$ cat config.mk
export PLATFORM = sky130hd
export DESIGN_NAME = ss_chunk_endpoint
export DESIGN_NICKNAME = d
export VERILOG_FILES = /design/src/rtl/ss_pkg.sv /design/src/rtl/ss_rd_pipe.sv /design/src/rtl/ss_chunk_endpoint.sv
export SDC_FILE = /design/constraint.sdc
export NUM_CORES = 1
export LEC_CHECK = 0
export BUFFER_PORTS_ARGS = -buffer_cell sky130_fd_sc_hd__clkbuf_2
export CAP_MARGIN = 10
export CORE_MARGIN = 4
export CORE_UTILIZATION = 43
export CTS_BUF_LIST = sky130_fd_sc_hd__clkbuf_4
export CTS_CLUSTER_DIAMETER = 80
export DETAILED_ROUTE_END_ITERATION = 8
export GPL_TIMING_DRIVEN = 0
export HOLD_SLACK_MARGIN = 0.03
export PLACE_DENSITY_LB_ADDON = 0.08
export SLEW_MARGIN = 10
export SYNTH_ARGS = -nofsm -noshare
export SYNTH_HDL_FRONTEND = slang
export SYNTH_SLANG_ARGS = --single-unit
$ cat constraint.sdc
create_clock -name clk -period 3.9 [get_ports clk]
set_input_delay 0.195 -clock clk [delete_from_list [all_inputs] [get_ports clk]]
set_output_delay 0.195 -clock clk [all_outputs]
set_load 0.1 [all_outputs]
$ cat src/rtl/ss_pkg.sv
// Shared save-state definitions: width codes, header field positions, FSM states and header packing.
package ss_pkg;

   typedef enum logic [1:0] {SS_W8, SS_W16, SS_W32, SS_W64} ss_width_e;

   typedef enum logic [2:0] {ST_IDLE, ST_HDR, ST_RD_WAIT, ST_WR, ST_ACK} ss_state_e;

   localparam int unsigned SS_HDR_LEN_LSB     = 0;
   localparam int unsigned SS_HDR_LEN_MSB     = 31;
   localparam int unsigned SS_HDR_WIDTH_LSB   = 32;
   localparam int unsigned SS_HDR_WIDTH_MSB   = 33;
   localparam int unsigned SS_HDR_INDEX_LSB   = 56;
   localparam int unsigned SS_HDR_INDEX_MSB   = 63;
   localparam logic [63:0] SS_END_MARKER      = 64'hFFFF_FFFF_FFFF_FFFF;
   localparam int unsigned SS_TIMEOUT         = 16;

   function automatic logic [63:0] ss_hdr_word(input logic [1:0] width, input logic [31:0] length);
      return {30'b0, width, length};
   endfunction

endpackage

$ cat src/rtl/ss_rd_pipe.sv
// Tracks an issued RAM read through READ_LATENCY cycles; valid marks the cycle mem_rdata is usable.
module ss_rd_pipe #(
   parameter int unsigned READ_LATENCY = 1
) (
   input  logic clk,
   input  logic reset,
   input  logic clear,
   input  logic push,
   output logic valid
);

   logic [READ_LATENCY-1:0] stage;

   always_ff @(posedge clk) begin
      if (reset || clear) begin
         stage <= '0;
      end else begin
         stage[0] <= push;
         for (int i = 1; i < int'(READ_LATENCY); i++) stage[i] <= stage[i-1];
      end
   end

   assign valid = stage[READ_LATENCY-1];

endmodule

$ cat src/rtl/ss_chunk_endpoint.sv
// Save-state chunk endpoint: serves header queries and element access to a synchronous RAM.
// Optional SS_CORE_ARB_EN shares the RAM port with a core that has priority.
module ss_chunk_endpoint
   import ss_pkg::*;
#(
   parameter int unsigned ADDR_W       = 12,
   parameter int unsigned WIDTH_CODE   = 1,
   parameter int unsigned LENGTH       = 4096,
   parameter int unsigned READ_LATENCY = 1,
   localparam int unsigned DATA_W      = 8 << WIDTH_CODE
) (
   input  logic              clk,
   input  logic              reset,
   input  logic              ss_select,
   input  logic              ss_query,
   input  logic              ss_wr_req,
   input  logic              ss_rd_req,
   input  logic [31:0]       ss_addr,
   input  logic [63:0]       ss_wdata,
   output logic [63:0]       ss_rdata,
   output logic              ss_ack,
   output logic [ADDR_W-1:0] mem_addr,
   output logic              mem_we,
   output logic [DATA_W-1:0] mem_wdata,
   input  logic [DATA_W-1:0] mem_rdata
`ifdef SS_CORE_ARB_EN
   ,
   input  logic [ADDR_W-1:0] core_addr,
   input  logic              core_we,
   input  logic [DATA_W-1:0] core_wdata,
   input  logic              core_req
`endif
);

   localparam logic [1:0]  WCODE = 2'(WIDTH_CODE);
   localparam logic [31:0] LEN32 = 32'(LENGTH);

   ss_state_e         state;
   logic [ADDR_W-1:0] p_addr;
   logic [DATA_W-1:0] p_wdata;
   logic              pend;
   logic              oor;
   logic              hdr_ok;
   logic              hdr_rd;
   logic              rd_issue;
   logic              rd_valid;
   logic              core_busy;
   logic              accept;
   logic              in_range;
   logic              hdr_match;
   logic              abort;
   logic              unused_wdata;

`ifdef SS_CORE_ARB_EN
   assign core_busy = core_req;
`else
   assign core_busy = 1'b0;
`endif

   assign accept    = (state == ST_IDLE) && ss_select && (ss_rd_req || ss_wr_req) && !ss_ack;
   assign in_range  = ss_addr < LEN32;
   assign hdr_match = (ss_wdata[SS_HDR_WIDTH_MSB:SS_HDR_WIDTH_LSB] == WCODE) &&
                      (ss_wdata[SS_HDR_LEN_MSB:SS_HDR_LEN_LSB] == LEN32);
   assign abort     = !ss_select && (state inside {ST_HDR, ST_RD_WAIT, ST_WR});
   assign unused_wdata = ^ss_wdata;

   ss_rd_pipe #(.READ_LATENCY(READ_LATENCY)) u_rd_pipe (
      .clk   (clk),
      .reset (reset),
      .clear (abort),
      .push  (rd_issue),
      .valid (rd_valid)
   );

   // RAM strobes are single-cycle pulses; out-of-range accesses time normally but never touch the RAM.
   always_ff @(posedge clk) begin
      if (reset) begin
         state     <= ST_IDLE;
         ss_ack    <= 1'b0;
         ss_rdata  <= '0;
         mem_addr  <= '0;
         mem_we    <= 1'b0;
         mem_wdata <= '0;
         p_addr    <= '0;
         p_wdata   <= '0;
         pend      <= 1'b0;
         oor       <= 1'b0;
         hdr_ok    <= 1'b0;
         hdr_rd    <= 1'b0;
         rd_issue  <= 1'b0;
      end else begin
         mem_addr  <= '0;
         mem_we    <= 1'b0;
         mem_wdata <= '0;
         rd_issue  <= 1'b0;
`ifdef SS_CORE_ARB_EN
         if (core_req) begin
            mem_addr  <= core_addr;
            mem_we    <= core_we;
            mem_wdata <= core_wdata;
         end
`endif
         if (abort) begin
            state <= ST_IDLE;
            pend  <= 1'b0;
         end else begin
            case (state)
               ST_IDLE: begin
                  if (accept) begin
                     p_addr  <= ss_addr[ADDR_W-1:0];
                     p_wdata <= ss_wdata[DATA_W-1:0];
                     oor     <= !in_range;
                     hdr_ok  <= hdr_match;
                     hdr_rd  <= ss_rd_req;
                     pend    <= core_busy && !ss_query;
                     if (ss_query) begin
                        state <= ST_HDR;
                     end else if (ss_rd_req) begin
                        state <= ST_RD_WAIT;
                        if (!core_busy) begin
                           if (in_range) mem_addr <= ss_addr[ADDR_W-1:0];
                           rd_issue <= 1'b1;
                        end
                     end else begin
                        state <= ST_WR;
                        if (!core_busy && in_range) begin
                           mem_we    <= 1'b1;
                           mem_addr  <= ss_addr[ADDR_W-1:0];
                           mem_wdata <= ss_wdata[DATA_W-1:0];
                        end
                     end
                  end
               end
               ST_HDR: begin
                  if (hdr_rd) begin
                     ss_rdata <= ss_hdr_word(WCODE, LEN32);
                     ss_ack   <= 1'b1;
                     state    <= ST_ACK;
                  end else if (hdr_ok) begin
                     ss_ack <= 1'b1;
                     state  <= ST_ACK;
                  end else begin
                     state <= ST_IDLE;
                  end
               end
               ST_RD_WAIT: begin
                  if (pend) begin
                     if (!core_busy) begin
                        if (!oor) mem_addr <= p_addr;
                        rd_issue <= 1'b1;
                        pend     <= 1'b0;
                     end
                  end else if (rd_valid) begin
                     ss_rdata <= oor ? 64'd0 : 64'(mem_rdata);
                     ss_ack   <= 1'b1;
                     state    <= ST_ACK;
                  end
               end
               ST_WR: begin
                  if (pend) begin
                     if (!core_busy) begin
                        if (!oor) begin
                           mem_we    <= 1'b1;
                           mem_addr  <= p_addr;
                           mem_wdata <= p_wdata;
                        end
                        pend <= 1'b0;
                     end
                  end else begin
                     ss_ack <= 1'b1;
                     state  <= ST_ACK;
                  end
               end
               ST_ACK: begin
                  ss_ack <= 1'b0;
                  state  <= ST_IDLE;
               end
               default: state <= ST_IDLE;
            endcase
         end
      end
   end

endmodule

After elaboration in Yosys (flattened, before gate mapping). Index checks and enable logic that the tools add are counted.

Register bits: 131. Input port bits: 118. Output and inout port bits: 94. Word-level logic and storage cells: 97.

Magnitude comparators: 1. Equal/unequal tests: 12. Multiplexer cells: 47. Bitwise logic cells: 1. Reduce and logical (&&, ||, !) cells: 22.

Operators by type and width (count): 2-to-1 mux 64 bit (3); one-hot mux 64 bit (2 select lines) (1); 2-to-1 mux 16 bit (7); 2-to-1 mux 12 bit (5); == test 32 x 13 -> 1 bit (second input constant) (1); less-than comparator 32 x 13 -> 1 bit (second input constant) (1); one-hot mux 16 bit (2 select lines) (1); one-hot mux 12 bit (2 select lines) (1); 2-to-1 mux 3 bit (6); 2-to-1 mux 1 bit (17); one-hot mux 3 bit (4 select lines) (1); != test 2 bit (second input constant) (4); == test 3 x 2 -> 1 bit (second input constant) (2); one-hot mux 1 bit (2 select lines) (3); AND reduction 6 bit (1); logical AND 1 bit (5); AND reduction 5 bit (1); one-hot mux 1 bit (4 select lines) (1); AND reduction 4 bit (1); nonzero test 2 bit (2); nonzero test 4 bit (1); OR reduction 2 bit (2); == test 3 x 1 -> 1 bit (second input constant) (1); == test 3 bit (second input constant) (1); other kinds (11) (14).

Logic depth before layout (Yosys ltp).
Depth in word-level cells: 6. Gate-level depth with buffers: 7. Depth with buffers taken out: 4.

Cells and area by module. Synthesis repeated with hierarchy kept, for this count alone.

Cell total of the unflattened synthesis: 248. Area, all modules: 2452.4 µm².

Modules (own cells, without submodules): ss_chunk_endpoint (instances 1, cells an instance 246, area each 2419.8 µm², sequential area each 1081.0 µm²); ss_rd_pipe (instances 1, cells an instance 2, area each 32.5 µm², sequential area each 20.0 µm²).

Worst setup path before layout. Ideal clock, no wire load.

Path kind: register to register. Start point: register ss_ack. End point: register mem_wdata[7]. Library setup time: 0.088 ns. Data arrival time: 1.880 ns. Data required time: 3.812 ns. Path slack: 1.932 ns. Cell stages (with the launch flop): 7. Buffers on the path: 2. Clock period less this slack: 1.968 ns. Cells stage by stage: dfxtp_1 nor2_4 nand4b_4 or3_1 buf_2 buf_6 nor4_2.

Cells in the longest elaborated chain, start to end: 4.

RTL lines: start, declared (RTL line ss_chunk_endpoint.sv:21) `output logic ss_ack,`; start signal, assigned (RTL line ss_chunk_endpoint.sv:79) `ss_ack <= 1'b0;`; start signal, assigned (RTL line ss_chunk_endpoint.sv:137) `ss_ack <= 1'b1;`; start signal, assigned (RTL line ss_chunk_endpoint.sv:140) `ss_ack <= 1'b1;`; zero test 1 bit (RTL line ss_chunk_endpoint.sv:60) `assign accept = (state == ST_IDLE) && ss_select && (ss_rd_req || ss_wr_req) && !ss_ack;`; logical AND 1 bit (RTL line ss_chunk_endpoint.sv:60); 2-to-1 mux 16 bit (RTL line ss_chunk_endpoint.sv:109) `if (accept) begin`; one-hot mux 16 bit (2 select lines) (RTL line ss_chunk_endpoint.sv:107) `case (state)`; end signal, assigned (RTL line ss_chunk_endpoint.sv:129) `mem_wdata <= ss_wdata[DATA_W-1:0];`; end signal, assigned (RTL line ss_chunk_endpoint.sv:165) `mem_wdata <= p_wdata;`; end, declared (RTL line ss_chunk_endpoint.sv:24) `output logic [DATA_W-1:0] mem_wdata,`.

No other way between the ends. A chain may end at the register's enable or synchronous reset.

Worst setup path in the final report.
Start point: register state[1]. End point: register ss_rdata[5].

Cells in the longest elaborated chain, start to end: 5. Elaborated cells on any way between the ends: 12. Classes of those cells: 6 x eq/ne; 1 x mux; 1 x bitwise; 4 x reduce/logical.

RTL lines: start, declared (RTL line ss_chunk_endpoint.sv:38) `ss_state_e state;`; start signal, assigned (RTL line ss_chunk_endpoint.sv:78) `state <= ST_IDLE;`; start signal, assigned (RTL line ss_chunk_endpoint.sv:104) `state <= ST_IDLE;`; start signal, assigned (RTL line ss_chunk_endpoint.sv:117) `state <= ST_HDR;`; == test 3 x 1 -> 1 bit (tied with other cells) (RTL line ss_chunk_endpoint.sv:64, ss_chunk_endpoint.sv:107); nonzero test 3 bit (RTL line ss_chunk_endpoint.sv:64) `assign abort = !ss_select && (state inside {ST_HDR, ST_RD_WAIT, ST_WR});`; logical AND 1 bit (RTL line ss_chunk_endpoint.sv:64); NOT 1 bit (no line); AND reduction 5 bit (no line); end signal, assigned (RTL line ss_chunk_endpoint.sv:136) `ss_rdata <= ss_hdr_word(WCODE, LEN32);`; end signal, assigned (RTL line ss_chunk_endpoint.sv:154) `ss_rdata <= oor ? 64'd0 : 64'(mem_rdata);`; end, declared (RTL line ss_chunk_endpoint.sv:20) `output logic [63:0] ss_rdata,`.

Several ways; a longest one is shown, not always the timed one.

==> results by group <==
Outcome
  • Status: finished clean

Route
  • DRC viols: 0
  • Post-DRT Antenna Nets: 0
  • Router iterations before antenna repair: 4
  • DRT iter0 DRCs: 80
  • WL/cell: 12.2 µm
  • Vias: roughly 2,400
  • Vias per cell: between 4 and 5
  • Post-Route WL: about 6900 µm

Die
  • Die W: about 86 µm
  • Rows: 28
  • Initial Util: 0.444
  • Core area: a little under 6000 µm²
  • I/O pin count: approximately 210
  • Die extent in y: 86.2 µm
  • Die area: roughly 7400 µm²

STA
  • Minimum clock period: approximately 2.0 ns
  • Hold WS: 0.0489 ns
  • RSZ-0062 raised after global routing: false
  • Sum Neg Setup Slack: 0 ns
  • Clock Skews: approximately 0.019 ns
  • Fmax: approximately 0.5 GHz
  • Max-slew violations: 0
  • Final setup vio count: 0
  • Final period utilization: 0.506
  • Final hold violations: 0
  • Least-Margin Pin Slew: 0.862 ns
  • Slew margin rel.: 0.417

Global routing
  • Antenna violations before repair: 0
  • Vias in the first global route: about 2,300
  • Largest net degree at the start of global routing: 18
  • Overflow left after global routing: 0
  • Gr usage total: 0.182
  • First-pass GRT wire length: between 10,000 and 15,000 µm

Worst setup path
  • Worst R2R Start: state[1]$_SDFFE_PP0P_
  • R2r endpoint: ss_rdata[5]$_SDFFE_PP0P_
  • CP max FO: 10
  • Crit path DAT: 2.29 ns
  • Crit path to: ss_rdata[5]$_SDFFE_PP0P_
  • Critical Path RT: between 4 and 5 ns
  • Kind of critical path: reg -> reg
  • FF-to-FF path depth: 6
  • Type of origin of the critical path: register
  • R2r setup slk: about 1.9 ns
  • Crit path capture type: register
  • CP startpoint: state[1]$_SDFFE_PP0P_

Placement
  • RD Place Congestion: between 0.8 and 0.9
  • Post-DP Area: around 3600 µm²
  • IO Port Bufs: between 100 and 150
  • DPL Wire Length: approximately 5600 µm

Synthesis
  • Distinct cells, synth: 35
  • Cell area after synthesis: ~2600 µm²
  • Main flop type after synthesis: dfxtp_1
  • Synthesized area per cell: between 9 and 10 µm²
  • Post-synthesis sequential area ratio: 0.418
  • Post-synth EDFFs: 0
  • Cells after Synth: between 200 and 300
  • Number of synthesized register bits: 55
  • Yosys Warn Count: 0
  • Async set-reset flop share out of synthesis: 0

Power and ir drop
  • Max rail drop VDD: 0.172 mV
  • Leakage: just under 2 nW
  • PwrDens: about 310 nW/µm²

Layout
  • Reg area: ~1100 µm²
  • Most frequent cells in the layout: clkbuf_2 (134), dfxtp_1 (55), buf_4 (48)
  • Most common cell after layout, fill and taps aside: clkbuf_2
  • Core Util, Final: 0.639
  • Multi-input logic area: around 1100 µm²
  • Syn-to-layout area delta: 43.9%
  • Share of post-route cells with drive strength above 1: 0.447
  • Ant. Diodes: 0
  • Fill count: about 530
  • Final Instance Area: 3790 µm²
  • Nets@finish: 603

Clock tree
  • Sink Count: 55
  • CTS clk-pin slew, worst paths: ~0.15 ns
  • CTS buffer count: 5
  • H-tree depth: 2
  • CTS tree: built
  • PostCTS Resize Cnt: 0
  • Worst-Skew Late Latency: between 0.3 and 0.4 ns
  • CTS root buffer: clkbuf_4
  • Max Buffers Root-to-Sink: 2

Hold path
  • Hold path startpoint: ss_wdata[13]
  • Hold Path Class: in -> reg
  • Hold path depth: 3

Run
  • # Max-Cap Violations: 0
cell type report:
type / instances / area share
multi-input cells: 178 / 0.297
clock buffers: 5 / 0.00991
flip-flops and latches: 55 / 0.291
repair buffers: 150 / 0.219
clock inverters: 3 / 0.00529
well taps: 75 / 0.0248
plain buffers: 62 / 0.120
inverters: 33 / 0.0327
critical path, stage by stage, from the launching register on:
cell and delay [ns]:
dfxtp_1 0.38, buf_6 0.14, nor4b_1 0.71, clkbuf_1 0.34
and2_1 0.18, mux2i_1 0.07, nor2_1 0.10
metal layers:
metal / global-route usage / routed length, µm / up-vias
li1: - / - / 1246
met1: 0.217 / 2770 / 1027
met2: 0.314 / 3460 / 96
met3: 0.0551 / 519 / 8
met4: 0.0552 / 106 / 0
met5: 0 / 0 / -
worst min-delay path by stage:
stage	slack, ns	end
floorplan	0.31	mem_wdata[15]$_SDFF_PP0_
global placement	0.40	u_rd_pipe.valid$_SDFF_PP0_
detailed placement	0.40	u_rd_pipe.valid$_SDFF_PP0_
CTS	0.03	mem_wdata[13]$_SDFF_PP0_
global route	0.03	mem_wdata[9]$_SDFF_PP0_
finish	0.05	mem_wdata[13]$_SDFF_PP0_
registers in the layout, summed over array words and instances, names as in the netlist:
register / count
ss_rdata: 17
mem_wdata: 16
mem_addr: 12
state: 3
hdr_ok: 1
hdr_rd: 1
mem_we: 1
oor: 1
rd_issue: 1
ss_ack: 1
u_rd_pipe.valid: 1
cell usage after synthesis (2+ instances only):
cell type   n  area (µm²)
a21oi_1     4        20.0
and2_1     15        93.8
buf_2       2        10.0
buf_4      48         360
buf_6       5        56.3
clkbuf_1    6        22.5
dfxtp_1    55        1100
inv_1      33         124
mux2i_1    16         160
nand2_1     2        7.51
nand3_1     2        10.0
nand3b_1    3        22.5
nand4_1     2        12.5
nor2_1     23        86.3
nor2_4      2        22.5
nor3_1     16        80.1
nor4_1     13        81.3
nor4_2     14         175
nor4b_1     3        26.3
o21a_1      2        15.0
o31ai_1     2        15.0
kinds of logic after synthesis:
family	Yosys count	share of synthesized area
and+or+nand+nor	100	0.259
buffers and inverters	95	0.219
DFF	55	0.418
muxes	16	0.0609
AOI/OAI and AO/OA	15	0.0409
other	1	0.00143
through the flow:
step	total power, W	setup WS (ns)	cells
6_report	0.00118	1.93	561
3_3_place_gp	0.000931	1.96	537
2_1_floorplan	0.000874	1.93	328
4_1_cts	0.00119	1.87	560
3_5_place_dp	0.000933	1.91	537
5_1_grt	0.00124	1.62	561
where the power goes:
part           internal [W]  switching [W]  leakage, nW
registers          0.000567     0.00000318        0.444
logic             0.0000994       0.000267         1.47
clock network     0.0000693       0.000178       0.0272
timing repair:
item | 4_1_cts | 5_1_grt
hold buffers | 15 | 1
buffers inserted | 0 | 0
endpoints found under the hold margin | 15 | 1
setup endpoints to repair | 0 | 0
Note: power is estimated with default switching activity, not from simulation.
